--- src/rtl/rezultat_bcd.sv ---
// Signed binary result to sign + packed BCD converter for the display path.
// Uses a fixed-length shift-add-3 (double dabble) loop, one bit per cycle.
module rezultat_bcd #(
   parameter int WIDTH  = 28,
   parameter int DIGITS = 8
) (
   input  logic                  clk,
   input  logic                  rst,
   input  logic                  valid_in,
   input  logic [WIDTH-1:0]      d_in,
   input  logic                  err_in,
   output logic                  ready,
   output logic                  valid_out,
   output logic [4*DIGITS-1:0]   bcd,
   output logic                  neg,
   output logic                  err_out
);

   localparam int SW = 4*DIGITS + 4;
   localparam int BW = 4*DIGITS;
   localparam int CW = $clog2(WIDTH + 1);
   localparam logic [CW-1:0] LAST_CNT = CW'(WIDTH - 1);

   function automatic logic [63:0] maxValue();
      logic [63:0] v;
      v = 64'd1;
      for (int i = 0; i < DIGITS; i++) begin
         v = v * 64'd10;
      end
      return v - 64'd1;
   endfunction

   localparam logic [63:0] MAX_VAL = maxValue();

   typedef enum logic [1:0] {
      IDLE,
      SHIFT,
      DONE
   } state_e;

   state_e            state_q, state_d;
   logic [SW-1:0]     scratch_q, scratch_d;
   logic [WIDTH-1:0]  mag_q, mag_d;
   logic [CW-1:0]     cnt_q, cnt_d;
   logic              sign_q, sign_d;
   logic              errFlag_q, errFlag_d;
   logic [BW-1:0]     bcd_q, bcd_d;
   logic              neg_q, neg_d;
   logic              errOut_q, errOut_d;
   logic              validOut_q, validOut_d;

   logic [WIDTH-1:0]  magAbs;
   logic              rangeErr;
   logic [SW-1:0]     adjusted;

   always_ff @(posedge clk or posedge rst) begin
      if (rst) begin
         state_q <= IDLE;
      end else begin
         state_q <= state_d;
      end
   end

   always_comb begin
      state_d = state_q;
      case (state_q)
         IDLE:    if (valid_in) state_d = SHIFT;
         SHIFT:   if (cnt_q == LAST_CNT) state_d = DONE;
         DONE:    state_d = IDLE;
         default: state_d = IDLE;
      endcase
   end

   always_comb begin
      ready = (state_q == IDLE);
   end

   // Two's-complement magnitude: the most negative value maps to 2^(WIDTH-1), which still fits unsigned.
   always_comb begin
      magAbs   = d_in[WIDTH-1] ? (-d_in) : d_in;
      rangeErr = (64'(magAbs) > MAX_VAL);
   end

   always_comb begin
      adjusted = '0;
      for (int i = 0; i < DIGITS + 1; i++) begin
         if (scratch_q[4*i +: 4] >= 4'd5) begin
            adjusted[4*i +: 4] = scratch_q[4*i +: 4] + 4'd3;
         end else begin
            adjusted[4*i +: 4] = scratch_q[4*i +: 4];
         end
      end
   end

   always_comb begin
      scratch_d  = scratch_q;
      mag_d      = mag_q;
      cnt_d      = cnt_q;
      sign_d     = sign_q;
      errFlag_d  = errFlag_q;
      bcd_d      = bcd_q;
      neg_d      = neg_q;
      errOut_d   = errOut_q;
      validOut_d = 1'b0;
      case (state_q)
         IDLE: begin
            if (valid_in) begin
               sign_d    = d_in[WIDTH-1];
               mag_d     = magAbs;
               errFlag_d = err_in | rangeErr;
               scratch_d = '0;
               cnt_d     = '0;
            end
         end
         SHIFT: begin
            scratch_d = {adjusted[SW-2:0], mag_q[WIDTH-1]};
            mag_d     = {mag_q[WIDTH-2:0], 1'b0};
            cnt_d     = cnt_q + 1'b1;
         end
         DONE: begin
            // Errors blank the digits and sign so the display never shows a bogus partial value.
            if (errFlag_q) begin
               bcd_d = '0;
               neg_d = 1'b0;
            end else begin
               bcd_d = scratch_q[BW-1:0];
               neg_d = sign_q;
            end
            errOut_d   = errFlag_q;
            validOut_d = 1'b1;
         end
         default: begin
            validOut_d = 1'b0;
         end
      endcase
   end

   always_ff @(posedge clk or posedge rst) begin
      if (rst) begin
         scratch_q  <= '0;
         mag_q      <= '0;
         cnt_q      <= '0;
         sign_q     <= 1'b0;
         errFlag_q  <= 1'b0;
         bcd_q      <= '0;
         neg_q      <= 1'b0;
         errOut_q   <= 1'b0;
         validOut_q <= 1'b0;
      end else begin
         scratch_q  <= scratch_d;
         mag_q      <= mag_d;
         cnt_q      <= cnt_d;
         sign_q     <= sign_d;
         errFlag_q  <= errFlag_d;
         bcd_q      <= bcd_d;
         neg_q      <= neg_d;
         errOut_q   <= errOut_d;
         validOut_q <= validOut_d;
      end
   end

   assign valid_out = validOut_q;
   assign bcd       = bcd_q;
   assign neg       = neg_q;
   assign err_out   = errOut_q;

endmodule
--- config.mk ---
export PLATFORM = sky130hd
export DESIGN_NAME = rezultat_bcd
export DESIGN_NICKNAME = d
export VERILOG_FILES = /design/src/rtl/rezultat_bcd.sv
export SDC_FILE = /design/constraint.sdc
export NUM_CORES = 1
export LEC_CHECK = 0
export ABC_AREA = 1
export CORE_UTILIZATION = 55
export DETAILED_ROUTE_END_ITERATION = 8
export DONT_BUFFER_PORTS = 1
export HOLD_SLACK_MARGIN = 0.1
export PLACE_DENSITY = 0.76
export SLEW_MARGIN = 10
export SYNTH_ARGS = -nofsm -noshare
export SYNTH_HDL_FRONTEND = slang
export SYNTH_SLANG_ARGS = --single-unit
--- constraint.sdc ---
create_clock -name clk -period 7.55 [get_ports clk]
set_clock_uncertainty 0.05 [all_clocks]
set_input_delay 1.1325 -clock clk [delete_from_list [all_inputs] [get_ports clk]]
set_output_delay 1.1325 -clock clk [all_outputs]
set_load 0.03 [all_outputs]
==> impl_metrics.env, run 1 <==
export IMPL_place_ws_ps=4420
export IMPL_cts_tree="done"
export IMPL_startpoint_type="flip-flop"
export IMPL_finalCritPeriodShare_pct=40.4
export IMPL_first_pass_iters=4
export IMPL_max_cap_violations=0
export IMPL_total_leakage_power_nw=2.89
export IMPL_max_freq_ghz=0.328
export IMPL_ys_types=33
export IMPL_vias=4700
export IMPL_cts_max_level=3
export IMPL_placed_area_sq_um=5710
export IMPL_multi_input_area_sq_um=2610
export IMPL_synthToLayoutAreaGrowth_pct=6.10
export IMPL_yosysSeqAreaShare_pct=46.5
export IMPL_outcome="finished clean"
export IMPL_final_setup_tns_ps=0
export IMPL_num_rows=36
export IMPL_drive_above_1_share_pct=6.38
export IMPL_grt_pass1_wl_um=20100
export IMPL_netlist_area_sq_um=5600
export IMPL_final_util_pct=60.5
export IMPL_critPathRequiredTime_ps=7720
export IMPL_drtAntennaViolNets=0
export IMPL_globalRouteOverflowTotal=0
export IMPL_initial_core_util_pct=57.0
export IMPL_power_density_nw_per_um2=356
export IMPL_hold_class="flip-flop to flip-flop"
export IMPL_clkSinkCount=104
export IMPL_min_period_ps=3050
export IMPL_peakVddDrop_mv=0.148
export IMPL_postCtsResizedCells=0
export IMPL_postCtsHoldBufs=0
export IMPL_syn_avg_cell_area_sq_um=8.04
export IMPL_final_area_sq_um=5940
export IMPL_wl_um=12000
export IMPL_drtIter0Drc=345
export IMPL_die_h_um=103
export IMPL_path_clk_slew_ps=90
export IMPL_reg2reg_slack_ps=4500
export IMPL_rr_startpoint="state_q[1]$_DFFE_PP0P_"
export IMPL_synth_nets=746
export IMPL_post_cts_setup_buffers=0
export IMPL_ys_seq_elements=104
export IMPL_place_hpwl_um=8520
export IMPL_critical_path_class="flip-flop to flip-flop"
export IMPL_grt_max_degree=66
export IMPL_cts_root_buf="clkbuf_8"
export IMPL_crit_fanout=29
export IMPL_setup_slack_ps=4500
export IMPL_critPathSlowestCell="inv_1"
export IMPL_max_stage_delay_ps=660
export IMPL_nFillCells=911
export IMPL_rr_endpoint="scratch_q[13]$_DFFE_PP0P_"
export IMPL_grt_use_total_pct=24.5
export IMPL_yosys_most_used_dff="dfrtp_1"
export IMPL_routed_wire_length_per_instance_um=14.6
export IMPL_io_pins=68
export IMPL_clk_latency_ps=370
export IMPL_cp_end_kind="flip-flop"
export IMPL_diodes=0
export IMPL_numCtsBuffers=9
export IMPL_setup_viol=0
export IMPL_nNetsFinal=736
export IMPL_slew_headroom_pct=40.8
export IMPL_first_global_vias=4461
export IMPL_ff_latch_area_sq_um=2600
export IMPL_routabilityCongestion=0.880
export IMPL_synth_edf_count=0
export IMPL_path_cells="nor2_1 > nand2_1 > inv_2 > nor2_2 > inv_1 > o22ai_1"
export IMPL_vias_per_cell=5.71
export IMPL_io_buffers=0
export IMPL_worstPathArrival_ps=3220
export IMPL_timing_hold_violations_final=0
export IMPL_maxSlewViolCount=0
export IMPL_drc=0
export IMPL_crit_path_end="scratch_q[13]$_DFFE_PP0P_"
export IMPL_setup_worst_path_start="state_q[1]$_DFFE_PP0P_"
export IMPL_antenna_found_initial=0
export IMPL_coreArea_sq_um=9820
export IMPL_ys_warn_count=0
export IMPL_dieArea_sq_um=10600
export IMPL_fp_dieW_um=103
export IMPL_rsz0062_at_grt="no"
export IMPL_worst_pin_slew_ps=887
export IMPL_syn_inst=696
export IMPL_clk_path_buf_depth=2
export IMPL_r2r_cells=6
export IMPL_async_flop_share_pct=100
[cell usage in the layout (no fill, tap or decap), types with 7 or more instances in the layout]
cell	Yosys	routed
o22ai_1	9	9
nor2_1	56	56
nand2_1	165	165
clkbuf_8	0	10
nand4_1	12	12
a22oi_1	26	26
o21ai_0	96	96
o32ai_1	7	7
xor2_1	13	13
inv_1	74	73
nand3_1	29	29
nor2_2	9	8
ha_1	18	18
dfrtp_1	104	104
a21oi_1	13	13
nand2_2	8	8
[cells in the mapped netlist, types with 2 or more instances]
master      n  area, sq um
nand2_1   165          619
dfrtp_1   104         2600
o21ai_0    96          480
inv_1      74          278
nor2_1     56          210
nand3_1    29          145
a22oi_1    26          195
clkbuf_1   21         78.8
ha_1       18          225
a21oi_1    13         65.1
xor2_1     13          114
nand4_1    12         75.1
nor2_2      9         56.3
o22ai_1     9         56.3
nand2_2     8         50.1
o32ai_1     7         61.3
o211ai_1    6         45.0
a31oi_1     5         31.3
xnor2_1     5         43.8
buf_2       3         15.0
inv_2       3         11.3
mux2i_1     2         20.0
nor2_4      2         22.5
[worst max-delay path, delay by kind of cell (launching register included)]
family	cells	cell delay [ps]
compound gates	1	180
buf+inv	2	1080
flops	1	430
simple gates	3	1120
[registers in the layout, summed over array words and instances, names as in the netlist]
signal     count
cnt_q          5
bcd           32
neg            1
err_out        1
scratch_q     32
valid_out      1
mag_q         28
sign_q         1
state_q        2
errFlag_q      1
[how the worst min path moves through the flow]
stage | start | to | slack, ps | cells after the start
finish | cnt_q[4]$_DFFE_PP0P_ | cnt_q[4]$_DFFE_PP0P_ | 430 | 1
global route | cnt_q[4]$_DFFE_PP0P_ | cnt_q[4]$_DFFE_PP0P_ | 470 | 1
CTS | cnt_q[4]$_DFFE_PP0P_ | cnt_q[4]$_DFFE_PP0P_ | 430 | 1
detailed placement | cnt_q[4]$_DFFE_PP0P_ | cnt_q[4]$_DFFE_PP0P_ | 420 | 1
global placement | cnt_q[4]$_DFFE_PP0P_ | cnt_q[4]$_DFFE_PP0P_ | 420 | 1
floorplan | sign_q$_DFFE_PP0P_ | neg$_DFFE_PP0P_ | 390 | 2
[layout make-up]
type                       instances  share of cell area [%]
clock inverter                     3                    1.52
tap                              133                    2.80
clock buffer                      12                    2.44
inverter                          78                    4.97
multi-input combinational        489                    44.0
sequential                       104                    43.8
timing repair buffer               4                   0.505
[power breakdown]
group / internal, mW / total (mW) / switching (mW)
Clock: 0.228 / 0.407 / 0.180
Sequential: 0.747 / 0.864 / 0.117
Combinational: 0.306 / 0.843 / 0.537
[per-stage QoR]
stage	total power, mW	hold slack, ps	cells
2_1_floorplan	1.52	392	696
3_3_place_gp	1.65	417	808
3_5_place_dp	1.71	421	808
4_1_cts	2.12	434	823
5_1_grt	2.29	474	823
6_report	2.12	434	823
[kinds of logic after synthesis]
family | after synthesis | share of synthesized area, %
and+or+nand+nor | 286 | 22.1
muxes | 2 | 0.358
buffers and inverters | 103 | 6.97
xor gates and xnor gates | 18 | 2.82
DFF | 104 | 46.5
AOI/OAI and AO/OA | 165 | 17.2
adders and majority gates | 18 | 4.02
[metal layers]
layer	vias up	global-route usage [%]	share of wire, %
li1	2281	-	-
met5	-	0	0
met3	16	4.81	4.6
met2	127	40.4	47
met4	0	9.10	1.9
met1	2276	32.1	46
No activity file was read; power rests on OpenSTA's default activity.
==> run 2: changes to the inputs <==
--- a/config.mk
+++ b/config.mk
@@ -10,7 +10,7 @@
 export DETAILED_ROUTE_END_ITERATION = 8
 export DONT_BUFFER_PORTS = 1
 export HOLD_SLACK_MARGIN = 0.1
-export PLACE_DENSITY = 0.76
+export PLACE_DENSITY = 0.79
 export SLEW_MARGIN = 10
 export SYNTH_ARGS = -nofsm -noshare
 export SYNTH_HDL_FRONTEND = slang
==> constraint.sdc (replaced) <==
create_clock -name clk -period 2.8 [get_ports clk]
set_clock_uncertainty 0.05 [all_clocks]
set_input_delay 0.42 -clock clk [delete_from_list [all_inputs] [get_ports clk]]
set_output_delay 0.42 -clock clk [all_outputs]
set_load 0.03 [all_outputs]
==> run 2 against run 1 <==
  * Combinational power rose to 2.7 times the previous value
  * First-iteration DRC count down 36%
  * Sequential share of layout area down 0.14 points
  * Worst hold slack worse by 240 ps
  * Via count down 1.2%
  * Maximum frequency up 36%
==> impl_metrics.env, run 2 (synthesized netlist as in run 1, its figures left out) <==
export IMPL_place_ws_ps=602
export IMPL_nFillCells=873
export IMPL_outcome="finished clean"
export IMPL_vias=4645
export IMPL_max_stage_delay_ps=640
export IMPL_critical_path_class="flip-flop to flip-flop"
export IMPL_synthToLayoutAreaGrowth_pct=6.44
export IMPL_critical_path_most_common_cell="o21ai_0"
export IMPL_swShare_pct=39.8
export IMPL_die_h_um=103
export IMPL_cp_end_kind="flip-flop"
export IMPL_drc=0
export IMPL_placed_area_sq_um=5730
export IMPL_ff_latch_area_sq_um=2600
export IMPL_io_buffers=0
export IMPL_startpoint_type="flip-flop"
export IMPL_maxSlewViolCount=0
export IMPL_fp_dieW_um=103
export IMPL_clk_latency_ps=370
export IMPL_cts_max_level=3
export IMPL_clk_path_buf_depth=2
export IMPL_coreArea_sq_um=9820
export IMPL_min_period_ps=2230
export IMPL_dieArea_sq_um=10600
export IMPL_initial_core_util_pct=57.0
export IMPL_grt_use_total_pct=24.0
export IMPL_max_cap_violations=0
export IMPL_combinationalPowerShare_pct=40.6
export IMPL_p_int_mw=3.40
export IMPL_numCtsBuffers=9
export IMPL_final_cell_mix="165 x nand2_1, 104 x dfrtp_1, 96 x o21ai_0"
export IMPL_drive_above_1_share_pct=6.92
export IMPL_final_common_cell="nand2_1"
export IMPL_setup_viol=0
export IMPL_rsz0062_at_grt="no"
export IMPL_power_density_nw_per_um2=948
export IMPL_path_buf_inv=1
export IMPL_first_global_vias=4495
export IMPL_wl_um=11800
export IMPL_cts_tree="done"
export IMPL_first_pass_iters=5
export IMPL_total_leakage_power_nw=2.90
export IMPL_finalCritPeriodShare_pct=79.8
export IMPL_crit_fanout=24
export IMPL_max_freq_ghz=0.448
export IMPL_critPathRequiredTime_ps=3030
export IMPL_setup_slack_ps=566
export IMPL_drtIter0Drc=220
export IMPL_routabilityCongestion=0.949
export IMPL_slew_headroom_pct=43.7
export IMPL_nNetsFinal=740
export IMPL_p_sw_mw=2.25
export IMPL_diodes=0
export IMPL_p_seq_share_pct=41.2
export IMPL_grt_pass1_wl_um=20000
export IMPL_worstPathArrival_ps=2460
export IMPL_final_setup_tns_ps=0
export IMPL_place_hpwl_um=8520
export IMPL_critPathTopFamily="buffers and inverters"
export IMPL_num_rows=36
export IMPL_peakVddDrop_mv=0.396
export IMPL_io_pins=68
export IMPL_timing_hold_violations_final=0
export IMPL_cts_root_buf="clkbuf_8"
export IMPL_antenna_found_initial=0
export IMPL_power_mw=5.65
export IMPL_critPathSlowestCell="clkinv_1"
export IMPL_multi_input_area_sq_um=2610
export IMPL_path_clk_slew_ps=100
export IMPL_final_area_sq_um=5960
export IMPL_drtAntennaViolNets=0
export IMPL_worst_pin_slew_ps=843
export IMPL_hold_class="input pin to flip-flop"
export IMPL_clockPowerShare_pct=18.1
export IMPL_vias_per_cell=5.62
export IMPL_grt_max_degree=63
export IMPL_path_cells="nor2_4 > clkinv_1 > a21oi_1 > o21ai_0 > o21ai_0"
export IMPL_clkSinkCount=104
export IMPL_routed_wire_length_per_instance_um=14.3
export IMPL_globalRouteOverflowTotal=0
-- run 2: cell types whose count changed in the layout (fill, tap and decap cells not counted), sizes merged --
cell	change
buf	+3
bufinv	-1
clkinv	+1
clkinvlp	+1
dlygate4sd3	+1
inv	-1
-- run 2: metrics by stage --
stage | cells | hold WS [ps] | util, %
CTS | 827 | 183 | 60.7
floorplan | 696 | 392 | -
finish | 827 | 199 | 60.7
detailed placement | 811 | 422 | 58.3
global route | 827 | 202 | 60.7
global placement | 811 | 411 | 58.3
-- run 2: timing repair --
item,in CTS,in global routing
gates resized for setup,0,0
hold buffers,1,0
buffers inserted,0,0
endpoints found under the hold margin,42,0
-- run 2: cell type report --
| class | instances | area share, % |
|---|---|---|
| multi-input combinational | 489 | 43.8 |
| sequential | 104 | 43.7 |
| inverter | 78 | 4.98 |
| tap | 133 | 2.79 |
| clock buffer | 12 | 2.60 |
| clock inverter | 3 | 1.09 |
| timing repair buffer | 8 | 1.05 |
-- run 2: power by group through the flow --
stage	clock, mW	combinational [mW]	sequential, mW
3_5_place_dp	0	2.28	2.36
3_3_place_gp	0	2.13	2.32
2_1_floorplan	0	1.82	2.28
4_1_cts	1.04	2.29	2.33
5_1_grt	1.10	2.67	2.39
6_report	1.03	2.30	2.33
-- run 2: worst paths after layout --
path	from	endpoint	slack, ps	depth (start not counted)
min in group asynchronous	rst	mag_q[8]$_DFFE_PP0P_	640	3
max	state_q[1]$_DFFE_PP0P_	scratch_q[14]$_DFFE_PP0P_	570	5
max in group asynchronous	rst	state_q[0]$_DFFE_PP0P_	1450	3
min	d_in[0]	mag_q[0]$_DFFE_PP0P_	200	2
max reg2reg	state_q[1]$_DFFE_PP0P_	scratch_q[14]$_DFFE_PP0P_	570	5
min reg2reg	mag_q[0]$_DFFE_PP0P_	mag_q[1]$_DFFE_PP0P_	450	2
-- run 2: per-layer routing --
layer	share of wire (%)	GRT usage (%)	vias to the layer above
met1	45	29.9	2217
li1	-	-	2289
met4	1.7	9.53	0
met5	0	0	-
met2	48	41.4	122
met3	5.0	4.54	17
